`src/rtl/bp_me_wormhole_endpoint.sv`:
```
// bp_me_wormhole_endpoint: ME client <-> wormhole router endpoint, variable-length TX serialiser and RX reassembler; BP_ME_WORMHOLE_LOCAL_BYPASS_EN enables local loopback.
module bp_me_wormhole_endpoint #(
    parameter int x_cord_width_p      = 4,
    parameter int y_cord_width_p      = 4,
    parameter int len_width_p         = 4,
    parameter int max_payload_width_p = 536,
    parameter int flit_width_p        = 64
) (
    input  logic                           clk_i,
    input  logic                           reset_i,
    input  logic [x_cord_width_p-1:0]      my_x_i,
    input  logic [y_cord_width_p-1:0]      my_y_i,
    input  logic [max_payload_width_p-1:0] pkt_i,
    input  logic [x_cord_width_p-1:0]      pkt_x_i,
    input  logic [y_cord_width_p-1:0]      pkt_y_i,
    input  logic [len_width_p-1:0]         pkt_len_i,
    input  logic                           pkt_v_i,
    output logic                           pkt_ready_o,
    output logic [max_payload_width_p-1:0] pkt_o,
    output logic [len_width_p-1:0]         pkt_len_o,
    output logic                           pkt_v_o,
    input  logic                           pkt_ready_i,
    output logic [flit_width_p-1:0]        link_data_o,
    output logic                           link_v_o,
    input  logic                           link_ready_i,
    input  logic [flit_width_p-1:0]        link_data_i,
    input  logic                           link_v_i,
    output logic                           link_ready_o
);
    localparam int cord_width_lp   = x_cord_width_p + y_cord_width_p;
    localparam int hdr_width_lp    = cord_width_lp + len_width_p;
    localparam int packet_width_lp = hdr_width_lp + max_payload_width_p;
    localparam int max_num_flit_lp = (packet_width_lp + flit_width_p - 1) / flit_width_p;
    localparam int buf_width_lp    = max_num_flit_lp * flit_width_p;
    localparam logic [len_width_p-1:0] max_len_lp = len_width_p'(max_num_flit_lp - 1);

    typedef enum logic {e_tx_idle, e_tx_send} tx_state_e;
    typedef enum logic [1:0] {e_rx_idle, e_rx_recv, e_rx_out} rx_state_e;

    tx_state_e tx_state_q, tx_state_d;
    rx_state_e rx_state_q, rx_state_d;
    logic [len_width_p-1:0] tx_cnt_q, tx_cnt_d, tx_len_q, tx_len_d;
    logic [len_width_p-1:0] rx_cnt_q, rx_cnt_d, rx_len_q, rx_len_d;
    logic [buf_width_lp-1:0] tx_buf_q, tx_buf_d, rx_buf_q, rx_buf_d, pkt_full;
    logic [len_width_p-1:0] len_clamp, hdr_len, hdr_len_clamp;
    logic tx_last, tx_accept, bypass_go, rx_accept, local_dest, bypass_ok;

`ifdef BP_ME_WORMHOLE_LOCAL_BYPASS_EN
    assign local_dest = (pkt_x_i == my_x_i) && (pkt_y_i == my_y_i);
    // A network header arriving this cycle wins over the local packet
    assign bypass_ok  = (rx_state_q == e_rx_idle) & ~link_v_i;
`else
    logic unused_cord;
    assign local_dest  = 1'b0;
    assign bypass_ok   = 1'b0;
    assign unused_cord = ^{my_x_i, my_y_i};
`endif

    assign len_clamp     = (pkt_len_i > max_len_lp) ? max_len_lp : pkt_len_i;
    assign pkt_full      = buf_width_lp'({pkt_i, len_clamp, pkt_y_i, pkt_x_i});
    assign hdr_len       = link_data_i[cord_width_lp +: len_width_p];
    assign hdr_len_clamp = (hdr_len > max_len_lp) ? max_len_lp : hdr_len;

    assign tx_last     = (tx_state_q == e_tx_send) & link_ready_i & (tx_cnt_q == tx_len_q);
    assign pkt_ready_o = ~reset_i & (local_dest ? bypass_ok : (tx_state_q == e_tx_idle) | tx_last);
    assign tx_accept   = pkt_v_i & pkt_ready_o & ~local_dest;
    assign bypass_go   = pkt_v_i & pkt_ready_o & local_dest;
    assign link_v_o    = (tx_state_q == e_tx_send);
    assign link_data_o = tx_buf_q[tx_cnt_q*flit_width_p +: flit_width_p];

    assign link_ready_o = ~reset_i & (rx_state_q != e_rx_out);
    assign rx_accept    = link_v_i & link_ready_o;
    assign pkt_v_o      = (rx_state_q == e_rx_out);
    assign pkt_o        = rx_buf_q[hdr_width_lp +: max_payload_width_p];
    assign pkt_len_o    = rx_buf_q[cord_width_lp +: len_width_p];

    logic unused_rx;
    assign unused_rx = ^{rx_buf_q[cord_width_lp-1:0], rx_buf_q[buf_width_lp-1:packet_width_lp]};

    always_comb begin
        tx_state_d = tx_state_q;
        tx_cnt_d   = tx_cnt_q;
        tx_len_d   = tx_len_q;
        tx_buf_d   = tx_buf_q;
        if (tx_accept) begin
            tx_state_d = e_tx_send;
            tx_cnt_d   = '0;
            tx_len_d   = len_clamp;
            tx_buf_d   = pkt_full;
        end else if (tx_last) begin
            tx_state_d = e_tx_idle;
        end else if ((tx_state_q == e_tx_send) && link_ready_i) begin
            tx_cnt_d = tx_cnt_q + 1'b1;
        end
    end

    always_comb begin
        rx_state_d = rx_state_q;
        rx_cnt_d   = rx_cnt_q;
        rx_len_d   = rx_len_q;
        rx_buf_d   = rx_buf_q;
        if (bypass_go) begin
            rx_buf_d   = pkt_full;
            rx_state_d = e_rx_out;
        end else if (rx_accept && (rx_state_q == e_rx_idle)) begin
            rx_buf_d   = buf_width_lp'(link_data_i);
            rx_len_d   = hdr_len_clamp;
            rx_cnt_d   = len_width_p'(1);
            rx_state_d = (hdr_len_clamp == '0) ? e_rx_out : e_rx_recv;
        end else if (rx_accept && (rx_state_q == e_rx_recv)) begin
            rx_buf_d[rx_cnt_q*flit_width_p +: flit_width_p] = link_data_i;
            rx_cnt_d   = rx_cnt_q + 1'b1;
            rx_state_d = (rx_cnt_q == rx_len_q) ? e_rx_out : e_rx_recv;
        end else if ((rx_state_q == e_rx_out) && pkt_ready_i) begin
            rx_state_d = e_rx_idle;
        end
    end

    always_ff @(posedge clk_i) begin
        if (reset_i) begin
            tx_state_q <= e_tx_idle;
            tx_cnt_q   <= '0;
            tx_len_q   <= '0;
            tx_buf_q   <= '0;
            rx_state_q <= e_rx_idle;
            rx_cnt_q   <= '0;
            rx_len_q   <= '0;
            rx_buf_q   <= '0;
        end else begin
            tx_state_q <= tx_state_d;
            tx_cnt_q   <= tx_cnt_d;
            tx_len_q   <= tx_len_d;
            tx_buf_q   <= tx_buf_d;
            rx_state_q <= rx_state_d;
            rx_cnt_q   <= rx_cnt_d;
            rx_len_q   <= rx_len_d;
            rx_buf_q   <= rx_buf_d;
        end
    end

`ifndef SYNTHESIS
    len_legal_a: assert property (@(posedge clk_i) disable iff (reset_i)
        (pkt_v_i & pkt_ready_o) |-> (pkt_len_i <= max_len_lp));
`endif
endmodule

```
`config.mk`:
```
export PLATFORM = sky130hd
export DESIGN_NAME = bp_me_wormhole_endpoint
export DESIGN_NICKNAME = d
export VERILOG_FILES = /design/src/rtl/bp_me_wormhole_endpoint.sv
export SDC_FILE = /design/constraint.sdc
export NUM_CORES = 2
export LEC_CHECK = 0
export CAP_MARGIN = 10
export CORE_AREA = 10 10 476 478
export DETAILED_ROUTE_END_ITERATION = 16
export DIE_AREA = 0 0 486 488
export PLACE_DENSITY_LB_ADDON = 0.12
export SLEW_MARGIN = 15
export SYNTH_ARGS = -nofsm -noshare
export SYNTH_HDL_FRONTEND = slang
export SYNTH_SLANG_ARGS = --single-unit
export TNS_END_PERCENT = 50
```
`constraint.sdc`:
```
create_clock -name clk_i -period 5.1 [get_ports clk_i]
set_input_delay 1.02 -clock clk_i [delete_from_list [all_inputs] [get_ports clk_i]]
set_output_delay 1.02 -clock clk_i [all_outputs]
set_load 0.01 [all_outputs]
```
==> results by group <==
Global routing
  • First-pass GRT wire length: 327000 um
  • Vias in the first global route: 39600
  • Global route overflow: 0
  • Initial antenna violation count: 143
  • Largest net degree at the start of global routing: 195
  • Gr usage total: 19.2%

STA
  • Minimum clock period: 4750 ps
  • Unrepaired setup endpoints after global routing: no
  • Post-route clock skew: 30.9 ps
  • Max-slew violations: 0
  • Fmax: 0.211 GHz
  • Setup TNS: 0 ps
  • Final hold violations: 0
  • Rel. slew slack: 18.7%
  • Final setup fails: 0
  • Tcrit/Tclk final: 93.1%
  • Final setup margin: 352 ps
  • Worst Tran Pin Value: 1220 ps

Placement
  • Placer Congestion: 0.792
  • Area of placed instances: 62100 um2
  • Buffers on Ports: 1225
  • Placement Setup Slack: 1100 ps
  • Dpl hpwl: 174000 um

Job
  • Max_cap viols: 0

Clocking
  • Resize count post-CTS: 0
  • CTS Buffer Depth: 3
  • H-Tree Depth: 4
  • Post-CTS Setup Repair Bufs: 0
  • TritonCTS clock tree: done
  • Clock root buffer: clkbuf_16
  • Clock Latency Late Sink: 810 ps
  • Inserted Clock Buffers: 143
  • Clk slew on worst S/H paths: 60 ps
  • Hold buffers post-CTS: 0
  • Clock sink total: 1103

Synth
  • Net Count, Synth: 5304
  • Register area share after synthesis: 46.9%
  • Post-synth top area share: 46.9%
  • Async S/R FF share, synth: 0%
  • Top FF cell, synth: dfxtp_1
  • Synth unique cells: 55
  • Ys Warns: 0
  • EDFF count, synth: 0
  • FF+latch count, synth: 1103
  • Avg Cell Area, Syn: 10.1 um2
  • Post-synth top area cell: dfxtp_1
  • Top-count cell post-synth: dfxtp_1
  • Cells after synthesis: 4672
  • Post-Syn Area: 47100 um2
  • Synth top cells by count: dfxtp_1, nor2b_1, nand2_1, mux2_2, nand3_1
  • Top cells by area, synth: dfxtp_1, mux2_2, nor2b_1

Setup path
  • Critical-path top delay cell: dfxtp_4
  • Largest stage delay, worst path: 960 ps
  • Critical path data required time: 4080 ps
  • Reg-to-reg slack, setup: 1420 ps
  • Worst setup path class: register to output pin
  • Critical path capture point type: output pin
  • WP buf/inv: 2
  • CP delay by family, top: buffers and inverters
  • R2R depth: 7
  • Reg-to-Reg End: rx_buf_q[140]
  • Startpoint types: register
  • Reg-to-reg startpoint: rx_cnt_q[0]
  • Crit path max fanout: 49
  • CP cell instances: buf_12 -> mux4_2 -> mux2i_1 -> o21ai_0 -> clkdlybuf4s50_1
  • Crit path DAT: 3730 ps

Hold path
  • Hold Path Class: register to register
  • Worst hold path cell count: 2
  • Hold Path Sink: rx_buf_q[245]
  • Min-delay src: rx_buf_q[245]

Drt
  • Final wirelength: 239000 um
  • Number of detailed-route iterations in the first pass: 5
  • DR DRC count: 0
  • Via count: 39600
  • Average wire per standard cell: 27.6 um
  • Initial DRC Count: 2299
  • Via/cell ratio: 4.56
  • Final ANT Viol Nets: 0

Floorplanning
  • I/O Pins: 1234
  • Die H: 488 um
  • Full die area: 237000 um2
  • Starting Density: 21.7%
  • Site Rows: 171
  • Die width: 486 um
  • Core ar.: 217000 um2

Cells and area
  • Nets: 6310
  • Filler Cell Count: 22500
  • Multi-input gate area: 23000 um2
  • Area growth syn-to-layout: 42.0%
  • FF+latch area: 22100 um2
  • Fin area: 66800 um2
  • Fraction of layout cells with a size suffix above 1: 16.8%

Power
  • P per Cell Area: 333 nW/um2
  • Leakage power: 0.0232 uW
  • Max VDD drop: 0.353 mV

Status
  • Status: completed
-- registers in the layout, indices dropped and copies added (netlist names) --
register / count
rx_buf_q: 540
rx_len_q: 4
tx_cnt_q: 4
rx_cnt_q: 4
tx_len_q: 3
tx_buf_q: 545
rx_state_q: 2
link_v_o: 1
-- report_power, final --
| part | total [uW] | internal, uW | switching, uW |
|---|---|---|---|
| Sequential | 9380 | 9120 | 251 |
| Clock | 10200 | 5880 | 4290 |
| Combinational | 2720 | 1460 | 1250 |
| Total | 22300 | 16500 | 5790 |
-- cells in the final DEF, fill, tap and decap left out, drive strengths merged, types with 3 or more instances in the layout --
master and instances:
mux4 128, clkbuf 220, a21oi 321, xnor2 11, nand2b 7, nand4 6
o31ai 38, buf 101, mux2i 231, or2 6, o211ai 65, nor4 3
and4 3, nand2 520, nand3b 3, or4 3, nor2 44, ha 6
mux2 545, diode 39, inv 16, o21ai 126, dfxtp 1103, clkinv 26
nor2b 546, nand3 453, clkdlybuf4s50 1224
-- worst max path at each step --
stage	slack, ps	cells past startpoint	start	endpoint
floorplan	1700	6	reset_i	link_ready_o
global placement	1110	5	tx_cnt_q[1]	link_data_o[18]
detailed placement	1100	5	tx_cnt_q[1]	link_data_o[18]
CTS	180	5	tx_cnt_q[1]	link_data_o[18]
global route	170	5	tx_cnt_q[0]	link_data_o[43]
finish	350	5	tx_cnt_q[1]	link_data_o[18]
-- through the flow --
step,hold slack [ps],std cells,utilization (%),total power (uW)
after floorplan,462,4672,-,11000
after global placement,441,8387,28.7,12300
after detailed placement,446,8387,28.7,12300
after CTS,453,8644,30.8,22600
after global routing,465,8653,30.8,23200
final,452,8683,30.9,22300
-- worst min-delay path: stages, from the launching register on --
cell and delay [ps]:
dfxtp_1 300, nand2_1 50, a21oi_1 50
-- layout make-up --
type	instances	share of cell area, %
diodes	39	0.146
clock buffers	220	6.36
clock inverters	37	0.642
inverters	8	0.0449
multi-input cells	3097	34.4
flip-flops and latches	1103	33.1
well taps	2854	5.34
repair buffers	1325	20.0
-- per-layer routing --
| layer | track usage (%) | up-vias | wire, um |
|---|---|---|---|
| met4 | 4.71 | 114 | 6130 |
| met2 | 32.3 | 1427 | 113000 |
| met3 | 7.40 | 429 | 21900 |
| li1 | - | 18300 | - |
| met5 | 0 | - | 738 |
| met1 | 22.9 | 19400 | 97300 |
-- logic make-up after synthesis --
logic type               count (synthesis)  share of synthesized area (%)
AND/OR/NAND/NOR                       1607                           17.3
AO/OA/AOI/OAI                          567                           6.75
multiplexers                           904                           24.1
buffers and inverters                  472                           4.61
adder cells (fa/ha/maj)                  6                          0.159
XOR/XNOR                                13                          0.242
flip-flops                            1103                           46.9
(Power assumes the default switching activity.)
